[src/rtl/ising_lattice_engine_pkg.sv]
// Shared constants, FSM state type and LFSR step for the Ising lattice engine.
package ising_lattice_engine_pkg;

  localparam logic SpinUp = 1'b1;

  localparam logic [31:0] LfsrMask  = 32'h80200003;
  localparam logic [31:0] LfsrReset = 32'hACE10001;
  localparam logic [31:0] HashConst = 32'h9E3779B9;

  typedef enum logic [2:0] {StIdle, StWhite, StGrey, StMeas, StFin} state_e;

  // Galois form, shifting right
  function automatic logic [31:0] lfsr_step(input logic [31:0] x);
    return x[0] ? ((x >> 1) ^ LfsrMask) : (x >> 1);
  endfunction

endpackage

[src/rtl/ising_lattice_engine_if.sv]
// Host-side control, load/readback and observable bundle of the Ising lattice engine.
interface ising_lattice_engine_if #(
  parameter int unsigned N       = 8,
  parameter int unsigned SWEEP_W = 16
);
  localparam int unsigned RW  = $clog2(N);
  localparam int unsigned E_W = $clog2(2 * N * N) + 2;

  logic                      start;
  logic                      abort;
  logic [SWEEP_W-1:0]        num_sweeps;
  logic [31:0]               seed;
  logic [31:0]               thr4;
  logic [31:0]               thr8;
  logic                      load_en;
  logic [RW-1:0]             load_row;
  logic [N-1:0]              load_data;
  logic [RW-1:0]             rd_row;
  logic [N-1:0]              rd_data;
  logic                      busy;
  logic                      done;
  logic                      obs_valid;
  logic signed [E_W-1:0]     energy;
  logic signed [E_W-1:0]     magnet;
  logic [SWEEP_W-1:0]        sweep_cnt;

  modport master (
    output start, abort, num_sweeps, seed, thr4, thr8, load_en, load_row, load_data, rd_row,
    input  rd_data, busy, done, obs_valid, energy, magnet, sweep_cnt
  );

  modport slave (
    input  start, abort, num_sweeps, seed, thr4, thr8, load_en, load_row, load_data, rd_row,
    output rd_data, busy, done, obs_valid, energy, magnet, sweep_cnt
  );

endinterface

[src/rtl/ising_lattice_engine_spin_cell.sv]
// One Metropolis site: decides the next spin from its own value, four neighbours and a random word.
module ising_lattice_engine_spin_cell (
  input  logic        s,
  input  logic        n_up,
  input  logic        n_dn,
  input  logic        n_lt,
  input  logic        n_rt,
  input  logic [31:0] r,
  input  logic [31:0] thr4,
  input  logic [31:0] thr8,
  input  logic        en,
  output logic        s_next
);

  logic [2:0] aligned;
  logic       flip;

  // dE = 4*aligned - 8, so aligned<=2 is dE<=0, 3 is +4, 4 is +8
  always_comb begin
    aligned = 3'(n_up ~^ s) + 3'(n_dn ~^ s) + 3'(n_lt ~^ s) + 3'(n_rt ~^ s);
    case (aligned)
      3'd3:    flip = (r < thr4);
      3'd4:    flip = (r < thr8);
      default: flip = 1'b1;
    endcase
    s_next = (en && flip) ? ~s : s;
  end

endmodule

[src/rtl/ising_lattice_engine.sv]
// NxN periodic Ising lattice with checkerboard Metropolis sweeps and row-serial observables.
module ising_lattice_engine
  import ising_lattice_engine_pkg::*;
#(
  parameter int unsigned N          = 8,
  parameter int unsigned MEAS_EVERY = 1,
  parameter int unsigned SWEEP_W    = 16
) (
  input logic                  clk,
  input logic                  reset,
  ising_lattice_engine_if.slave host
);

  localparam int unsigned RW  = $clog2(N);
  localparam int unsigned E_W = $clog2(2 * N * N) + 2;
  localparam int unsigned PhW = (MEAS_EVERY > 1) ? $clog2(MEAS_EVERY) : 1;
  localparam logic signed [E_W-1:0] TwoN = E_W'(2 * N);
  localparam logic signed [E_W-1:0] OneN = E_W'(N);

  state_e state_q, state_d;

  logic [N-1:0]          spin_q [N];
  logic [N*N-1:0]        spin_nxt;
  logic [31:0]           lfsr_q;
  logic [SWEEP_W-1:0]    sweep_q, nsw_q, sweep_inc;
  logic [PhW-1:0]        ph_q;
  logic [RW-1:0]         row_q, row_nx;
  logic signed [E_W-1:0] e_acc_q, m_acc_q, e_acc_d, m_acc_d;
  logic signed [E_W-1:0] energy_q, magnet_q, eq_cnt, up_cnt;
  logic [N-1:0]          row_cur, row_dn;
  logic                  obs_q, done_q;
  logic                  start_acc, load_acc, upd_white, upd_grey, upd;
  logic                  ph_last, sample_due, meas_last;

  assign start_acc  = (state_q == StIdle) && host.start;
  assign load_acc   = (state_q == StIdle) && host.load_en;
  assign upd_white  = (state_q == StWhite) && !host.abort;
  assign upd_grey   = (state_q == StGrey) && !host.abort;
  assign upd        = upd_white || upd_grey;
  assign sweep_inc  = sweep_q + 1'b1;
  assign ph_last    = (ph_q == PhW'(MEAS_EVERY - 1));
  assign sample_due = ph_last || (sweep_inc == nsw_q);
  assign meas_last  = (state_q == StMeas) && (row_q == RW'(N - 1));
  assign row_nx     = row_q + 1'b1;

  for (genvar i = 0; i < N; i++) begin : g_row
    for (genvar j = 0; j < N; j++) begin : g_col
      localparam int unsigned Idx = i * N + j;
      localparam logic [31:0] CellHash = 32'(Idx) * HashConst;
      ising_lattice_engine_spin_cell u_cell (
        .s      (spin_q[i][j]),
        .n_up   (spin_q[(i + N - 1) % N][j]),
        .n_dn   (spin_q[(i + 1) % N][j]),
        .n_lt   (spin_q[i][(j + N - 1) % N]),
        .n_rt   (spin_q[i][(j + 1) % N]),
        .r      (lfsr_q ^ CellHash),
        .thr4   (host.thr4),
        .thr8   (host.thr8),
        .en     ((((i + j) % 2) == 0) ? upd_white : upd_grey),
        .s_next (spin_nxt[Idx])
      );
    end
  end

  always_ff @(posedge clk or posedge reset) begin
    if (reset) begin
      for (int i = 0; i < N; i++) spin_q[i] <= {N{SpinUp}};
    end else if (load_acc) begin
      spin_q[host.load_row] <= host.load_data;
    end else if (upd) begin
      for (int i = 0; i < N; i++) spin_q[i] <= spin_nxt[i*N +: N];
    end
  end

  always_comb begin
    state_d = state_q;
    case (state_q)
      StIdle:  if (host.start) state_d = (host.num_sweeps == '0) ? StMeas : StWhite;
      StWhite: state_d = StGrey;
      StGrey:  state_d = sample_due ? StMeas : StWhite;
      StMeas:  if (meas_last) state_d = (sweep_q == nsw_q) ? StFin : StWhite;
      StFin:   state_d = StIdle;
      default: state_d = StIdle;
    endcase
    if (host.abort && (state_q != StIdle)) state_d = StIdle;
  end

  always_ff @(posedge clk or posedge reset) begin
    if (reset) state_q <= StIdle;
    else       state_q <= state_d;
  end

  // Row k contributes its right bonds, its down bonds and its spins
  always_comb begin
    row_cur = spin_q[row_q];
    row_dn  = spin_q[row_nx];
    eq_cnt  = '0;
    up_cnt  = '0;
    for (int j = 0; j < N; j++) begin
      eq_cnt = eq_cnt + E_W'(row_cur[j] ~^ row_cur[(j + 1) % N]);
      eq_cnt = eq_cnt + E_W'(row_cur[j] ~^ row_dn[j]);
      up_cnt = up_cnt + E_W'(row_cur[j]);
    end
    e_acc_d = ((row_q == '0) ? '0 : e_acc_q) + (TwoN - (eq_cnt <<< 1));
    m_acc_d = ((row_q == '0) ? '0 : m_acc_q) + ((up_cnt <<< 1) - OneN);
  end

  always_ff @(posedge clk or posedge reset) begin
    if (reset) begin
      lfsr_q   <= LfsrReset;
      sweep_q  <= '0;
      nsw_q    <= '0;
      ph_q     <= '0;
      row_q    <= '0;
      e_acc_q  <= '0;
      m_acc_q  <= '0;
      energy_q <= '0;
      magnet_q <= '0;
      obs_q    <= 1'b0;
      done_q   <= 1'b0;
    end else begin
      obs_q  <= 1'b0;
      done_q <= (state_q == StFin) && !host.abort;
      if (start_acc) begin
        lfsr_q  <= (host.seed == '0) ? 32'h1 : host.seed;
        sweep_q <= '0;
        nsw_q   <= host.num_sweeps;
        ph_q    <= '0;
      end
      if (upd) lfsr_q <= lfsr_step(lfsr_q);
      if (upd_grey) begin
        sweep_q <= sweep_inc;
        ph_q    <= ph_last ? '0 : ph_q + 1'b1;
      end
      if ((state_q == StMeas) && !host.abort) begin
        row_q   <= row_nx;
        e_acc_q <= e_acc_d;
        m_acc_q <= m_acc_d;
        if (meas_last) begin
          energy_q <= e_acc_d;
          magnet_q <= m_acc_d;
          obs_q    <= 1'b1;
        end
      end else begin
        row_q <= '0;
      end
    end
  end

  assign host.rd_data   = spin_q[host.rd_row];
  assign host.busy      = (state_q != StIdle);
  assign host.done      = done_q;
  assign host.obs_valid = obs_q;
  assign host.energy    = energy_q;
  assign host.magnet    = magnet_q;
  assign host.sweep_cnt = sweep_q;

endmodule

[src/flat_wrapper.sv]
// flat-port wrapper written by rule: the top's interface ports become plain ports
module ising_lattice_engine_flat import ising_lattice_engine_pkg::*;
#(
  parameter int unsigned N          = 8,
  parameter int unsigned MEAS_EVERY = 1,
  parameter int unsigned SWEEP_W    = 16
)
  (clk, reset, host_start, host_abort, host_num_sweeps, host_seed, host_thr4, host_thr8, host_load_en, host_load_row, host_load_data, host_rd_row, host_rd_data, host_busy, host_done, host_obs_valid, host_energy, host_magnet, host_sweep_cnt);
  ising_lattice_engine_if #(.N(N), .SWEEP_W(SWEEP_W)) host_i ();
  input logic clk;
  input logic reset;
  input wire logic [$bits(host_i.start)-1:0] host_start;
  input wire logic [$bits(host_i.abort)-1:0] host_abort;
  input wire logic [$bits(host_i.num_sweeps)-1:0] host_num_sweeps;
  input wire logic [$bits(host_i.seed)-1:0] host_seed;
  input wire logic [$bits(host_i.thr4)-1:0] host_thr4;
  input wire logic [$bits(host_i.thr8)-1:0] host_thr8;
  input wire logic [$bits(host_i.load_en)-1:0] host_load_en;
  input wire logic [$bits(host_i.load_row)-1:0] host_load_row;
  input wire logic [$bits(host_i.load_data)-1:0] host_load_data;
  input wire logic [$bits(host_i.rd_row)-1:0] host_rd_row;
  output wire logic [$bits(host_i.rd_data)-1:0] host_rd_data;
  output wire logic [$bits(host_i.busy)-1:0] host_busy;
  output wire logic [$bits(host_i.done)-1:0] host_done;
  output wire logic [$bits(host_i.obs_valid)-1:0] host_obs_valid;
  output wire logic [$bits(host_i.energy)-1:0] host_energy;
  output wire logic [$bits(host_i.magnet)-1:0] host_magnet;
  output wire logic [$bits(host_i.sweep_cnt)-1:0] host_sweep_cnt;
  assign host_i.start = host_start;
  assign host_i.abort = host_abort;
  assign host_i.num_sweeps = host_num_sweeps;
  assign host_i.seed = host_seed;
  assign host_i.thr4 = host_thr4;
  assign host_i.thr8 = host_thr8;
  assign host_i.load_en = host_load_en;
  assign host_i.load_row = host_load_row;
  assign host_i.load_data = host_load_data;
  assign host_i.rd_row = host_rd_row;
  assign host_rd_data = host_i.rd_data;
  assign host_busy = host_i.busy;
  assign host_done = host_i.done;
  assign host_obs_valid = host_i.obs_valid;
  assign host_energy = host_i.energy;
  assign host_magnet = host_i.magnet;
  assign host_sweep_cnt = host_i.sweep_cnt;
  ising_lattice_engine #(.N(N), .MEAS_EVERY(MEAS_EVERY), .SWEEP_W(SWEEP_W)) u_core (.clk(clk), .reset(reset), .host(host_i));
endmodule
[config.mk]
export PLATFORM = sky130hd
export DESIGN_NAME = ising_lattice_engine_flat
export DESIGN_NICKNAME = d
export VERILOG_FILES = /design/src/rtl/ising_lattice_engine_pkg.sv /design/src/rtl/ising_lattice_engine_if.sv /design/src/rtl/ising_lattice_engine_spin_cell.sv /design/src/rtl/ising_lattice_engine.sv /design/src/flat_wrapper.sv
export SDC_FILE = /design/constraint.sdc
export NUM_CORES = 2
export LEC_CHECK = 0
export ABC_CLOCK_PERIOD_IN_PS = 7650
export BUFFER_PORTS_ARGS = -buffer_cell sky130_fd_sc_hd__buf_2
export CAP_MARGIN = 40
export CORE_ASPECT_RATIO = 1.75
export CORE_MARGIN = 2
export CORE_UTILIZATION = 55
export DETAILED_ROUTE_END_ITERATION = 7
export GPL_ROUTABILITY_DRIVEN = 1
export PLACE_DENSITY = 0.76
export SYNTH_ARGS = -nofsm -noshare
export SYNTH_HDL_FRONTEND = slang
export SYNTH_SLANG_ARGS = --single-unit
[constraint.sdc]
create_clock -name clk -period 7.65 [get_ports clk]
set_input_delay 1.1475 -clock clk [delete_from_list [all_inputs] [get_ports clk]]
set_output_delay 1.1475 -clock clk [all_outputs]
set_load 0.02 [all_outputs]
==> results of run 1 <==
cells in the mapped netlist, drive strengths merged (30+ instances only):
library cell and n:
nand2 444, nor2 404, a21oi 383, o21ai 350
ha 300, inv 295, nor3 162, clkbuf 158
xnor2 131, nand3 123, dfrtp 99, a31oi 82
nor2b 76, dfstp 73, a21o 71, a211oi 69
buf 68, nor4 66, fa 64, o21a 61
xor2 61, nand2b 56, o211ai 54, o21bai 51
o22ai 49, mux4 48, nand4 47, mux2i 40
o31ai 38, nor3b 34, or3 34, and2 30
logic make-up after synthesis:
group | Yosys count | share of synthesized area [%]
AND/OR/NAND/NOR | 1581 | 24.2
AO/OA/AOI/OAI | 1421 | 28.7
buffers and inverters | 521 | 6.49
adder cells (fa/ha/maj) | 364 | 16.1
XOR/XNOR | 192 | 5.36
flip-flops | 172 | 14.0
multiplexers | 102 | 5.23
stage by stage:
| step | hold WS, ns | cell area [µm²] | setup slack (ns) |
|---|---|---|---|
| 4_1_cts | 0.489 | 34000 | 0.148 |
| 3_5_place_dp | 0.473 | 33500 | 0.315 |
| 3_3_place_gp | 0.454 | 33100 | 0.709 |
| 2_1_floorplan | 0.437 | 31400 | 0.0705 |
per-layer routing:
layer	global-route usage, %	GRT overflow
met5	35.8	12
met3	68.1	31
met2	106	1548
met4	93.0	611
met1	83.5	19
==> results by group, run 1 <==
Status
  – Result of the run: did not finish
  – Stage reached: global routing
  – Tool Error: [ERROR GRT-0116] Global routing finished with congestion. Check the congestion regions in the DRC Viewer.

Placed design
  – Post-Place Cells: 5223
  – HPWL after DPL: 173 mm
  – Port Buffers: 175
  – Routability cong.: 1.35

Clock tree
  – Post-CTS Repair Setup Buffers: 0
  – PostCTS Resize Cnt: 0
  – TritonCTS Buffers: 17
  – CTS Hold Bufs: 0
  – # H-tree levels: 4
  – CTS root buf: clkbuf_16
  – Clk sink count: 172
  – Bufs on Longest Clock Path: 2

Global routing
  – GR Util All Layers: 86.6%
  – Number of global-route vias before repair: 47700
  – Largest net degree at the start of global routing: 115
  – First-pass GRT wire length: 386 mm
  – Aggregate global routing overflow: 2221

Die
  – Starting density of the core: 55.8%
  – # rows: 115
  – Die Y: 320 µm
  – Ports: 176
  – Die extent in x: 185 µm

Logic synthesis
  – Synth area leader: ha_1
  – Synth area leaders: ha_1 (12%), dfrtp_1 (7.9%), dfstp_2 (6.1%)
  – Avg Cell Area, Syn: 7.21 µm²
  – Post-Syn Area: 0.0314 mm²
  – Top FF cell, synth: dfrtp_1
  – Yosys warning total: 0
  – Yosys cell types: 92
  – Synthesized instance count: 4353
  – Post-Syn Nets: 4848
  – Post-synth ARST share: 100%
  – Post-synth EDFFs: 0
  – Yosys reg bits: 172
  – Share of Yosys cell area claimed by the top area cell type: 12.0%
  – Sequential fraction of the synthesis area: 14.0%
==> run 2: changes to the inputs <==
Settings changed: ABC_CLOCK_PERIOD_IN_PS 7650 to 9900, CORE_ASPECT_RATIO 1.75 to unset, CORE_UTILIZATION 55 to 40, PLACE_DENSITY 0.76 to unset, PLACE_DENSITY_LB_ADDON set to 0.15.
Clock period 7.65 ns to 9.9 ns, I/O delays scaled along.
==> run 2 against run 1 <==
- synthesized cell count unchanged
- synthesized area unchanged
- the run now ends clean
==> results by group, run 2 <==
Status
  – Result of the run: finished, final reports clean

Critical path
  – Cells on worst reg2reg path: 25
  – CP Data Required Time: 10.34 ns
  – Crit path DAT: 8.28 ns
  – CP max FO: 35
  – Reg2reg end: u_core.host.energy[8]$_DFFE_PP0P_
  – Reg2reg start: u_core.row_q[0]$_DFF_PP0_
  – CP Launch Type: register
  – CP Capture Type: register
  – Reg2Reg Setup Slack: 2.06 ns
  – Worst Path Class, Setup: register to register

STA
  – Fmax: 127 MHz
  – Setup slack after layout: 2.06 ns
  – RSZ-0062 raised after global routing: no
  – Post-Route Skew: 0.0532 ns
  – Final slew viol count: 0
  – Final Setup Violations: 0
  – Tmin final: 7.84 ns
  – Slew HR: 24.2%
  – Hold_ws: 0.489 ns
  – Setup_tns: 0 ns
  – Measured slew at the worst slew-check pin: 1.12 ns
  – Period utilisation layout: 79.2%
  – Final Hold Viols: 0

Cells and area
  – Fillcell total: 8049
  – Max FFs per register: 64
  – Multi-input logic area: 0.0250 mm²
  – Reg area: 0.00440 mm²
  – Area growth syn-to-layout: 10.3%
  – Commonest non-fill, non-tap cell in the layout: nand2_1
  – Layout cells sized above 1: 12.4%
  – Biggest register: u_core.spin_q
  – Nets: 4997
  – Largest registers: u_core.spin_q (64), u_core.lfsr_q (32)
  – Final non-filler cell total: 5566
  – Most frequent cells in the layout: nand2_1 (443), nor2_1 (403), a21oi_1 (382)

Clock tree
  – TritonCTS Buffers: 17
  – Clk sink count: 172
  – PostCTS Resize Cnt: 0
  – # H-tree levels: 4
  – Reg clk slew, reported paths: 0.09 ns
  – Post-CTS Repair Setup Buffers: 0
  – CTS root buf: clkbuf_16
  – TritonCTS clock tree: done
  – Bufs on Longest Clock Path: 2
  – Later-pin clock latency in the skew report: 0.58 ns
  – CTS Hold Bufs: 0

Min path
  – Worst hold stages: 2
  – Hold path startpoint: u_core.e_acc_q[1]$_DFFE_PP0P_
  – Hold Path Class: register to register
  – WHS Endpoint: u_core.e_acc_q[1]$_DFFE_PP0P_

Die
  – Core area: 0.0776 mm²
  – Starting density of the core: 40.4%
  – Die Y: 284 µm
  – Ports: 176
  – # rows: 102
  – Die extent in x: 284 µm
  – Die area: 0.0807 mm²

Logic synthesis
  – Post-Syn Nets: 4848
  – Post-synth ARST share: 100%
  – XOR/XNOR share of the synthesized area: 5.36%
  – Most frequent cell after synthesis: nand2_1
  – Yosys cell types: 92
  – Synthesized instance count: 4353
  – Avg Cell Area, Syn: 7.21 µm²
  – Sequential fraction of the synthesis area: 14.0%
  – Yosys warning total: 0
  – Yosys reg bits: 172
  – Top FF cell, synth: dfrtp_1
  – Synth area leaders: ha_1 (12%), dfrtp_1 (7.9%), dfstp_2 (6.1%)
  – Share of Yosys cell area claimed by the top area cell type: 12.0%
  – Adder-cell share of the synthesized area: 16.1%
  – Synth Area in Compound Gates: 28.7%
  – Synth top cells by count: nand2_1 (444), nor2_1 (404), a21oi_1 (382)
  – Post-synthesis mux area share: 5.23%
  – Synth area leader: ha_1
  – Post-synth EDFFs: 0
  – Post-Syn Area: 0.0314 mm²
  – Main combinational cell family by area after synthesis: compound AO/OA/AOI/OAI gates
  – Synth Area in Simple Gates: 24.2%

Global routing
  – M2 GR Usage: 72.3%
  – Antenna violations before repair: 19
  – GR Util All Layers: 52.0%
  – GR Util met3: 20.6%
  – First-pass GRT wire length: 294 mm
  – Grt peak-use layer: met2
  – Number of global-route vias before repair: 36500
  – Aggregate global routing overflow: 0
  – Largest net degree at the start of global routing: 82
  – GR Util met1: 65.2%

Placed design
  – Post-Place Cells: 5513
  – HPWL after DPL: 182 mm
  – Dpl ws: 2.08 ns
  – Port Buffers: 175
  – Routability cong.: 1.15

Routing
  – Pre-Repair DR Iteration Count: 7
  – Vias/cell: 7.19
  – Starting DRT DRC Count: 7468
  – DRC violations left: 0
  – Routed WL: 217 mm
  – ANT nets after route: 0
  – Wire per inst: 39.0 µm
  – Vias: 40000

Job
  – Max-cap violations: 0
run 2: cell counts after synthesis:
Identical to the previous run, type by type.
run 2: how the worst max path moves through the flow:
stage                                          from                           endpoint  slack (ns)
after floorplan           u_core.row_q[0]$_DFF_PP0_  u_core.host.energy[8]$_DFFE_PP0P_        1.66
after global placement    u_core.row_q[0]$_DFF_PP0_  u_core.host.energy[8]$_DFFE_PP0P_        1.95
after detailed placement  u_core.row_q[0]$_DFF_PP0_  u_core.host.energy[8]$_DFFE_PP0P_        2.08
after CTS                 u_core.row_q[0]$_DFF_PP0_  u_core.host.energy[8]$_DFFE_PP0P_        2.07
after global routing      u_core.row_q[0]$_DFF_PP0_      u_core.e_acc_q[8]$_DFFE_PP0P_        1.59
final                     u_core.row_q[0]$_DFF_PP0_  u_core.host.energy[8]$_DFFE_PP0P_        2.06
run 2: logic make-up (layout without fill, tap and decap cells):
family | Yosys count | in the layout
AND/OR/NAND/NOR | 1581 | 1581
multiplexers | 102 | 102
other | 0 | 11
adder cells (fa/ha/maj) | 364 | 364
XOR/XNOR | 192 | 192
AO/OA/AOI/OAI | 1421 | 1421
flip-flops | 172 | 172
buffers and inverters | 521 | 683
run 2: critical path: stages, from the launching register on:
cell and delay, ns:
dfrtp_2 0.97, inv_1 0.10, ha_1 0.72, buf_8 0.24, mux4_2 0.50, mux2i_1 0.18, xor2_1 0.11, fa_1 0.49
inv_1 0.06, fa_1 0.50, fa_1 0.55, inv_1 0.06, fa_1 0.53, inv_1 0.04, ha_1 0.21, fa_1 0.48
inv_1 0.04, ha_1 0.30, ha_1 0.31, a21o_1 0.18, a21oi_1 0.23, o21bai_1 0.10, a21oi_1 0.24, nor2b_1 0.08
o21a_1 0.21, a221o_1 0.30
run 2: layer usage:
metal,share of wire (%),vias to the layer above
li1,-,16200
met4,9.3,8
met1,37,19200
met3,14,944
met5,0.034,-
met2,39,3646
run 2: cell type report:
class                      instances  area share (%)
multi-input combinational       3660            72.3
sequential                       172            12.7
timing repair buffer             356            6.19
tap                             1040            3.76
inverter                         295            3.22
clock buffer                      19            1.31
clock inverter                    13           0.416
antenna                           11          0.0796
run 2: metrics by stage:
stage               area, µm²  utilization (%)
CTS                     34500             44.5
finish                  34600             44.6
global route            34600             44.6
detailed placement      33900             43.7
floorplan               31400                -
global placement        33500             43.2
Power of run 2 is left out: the tool's default activity adds up to more than one toggle a clock period on the data nets, which glitch-free logic cannot reach.
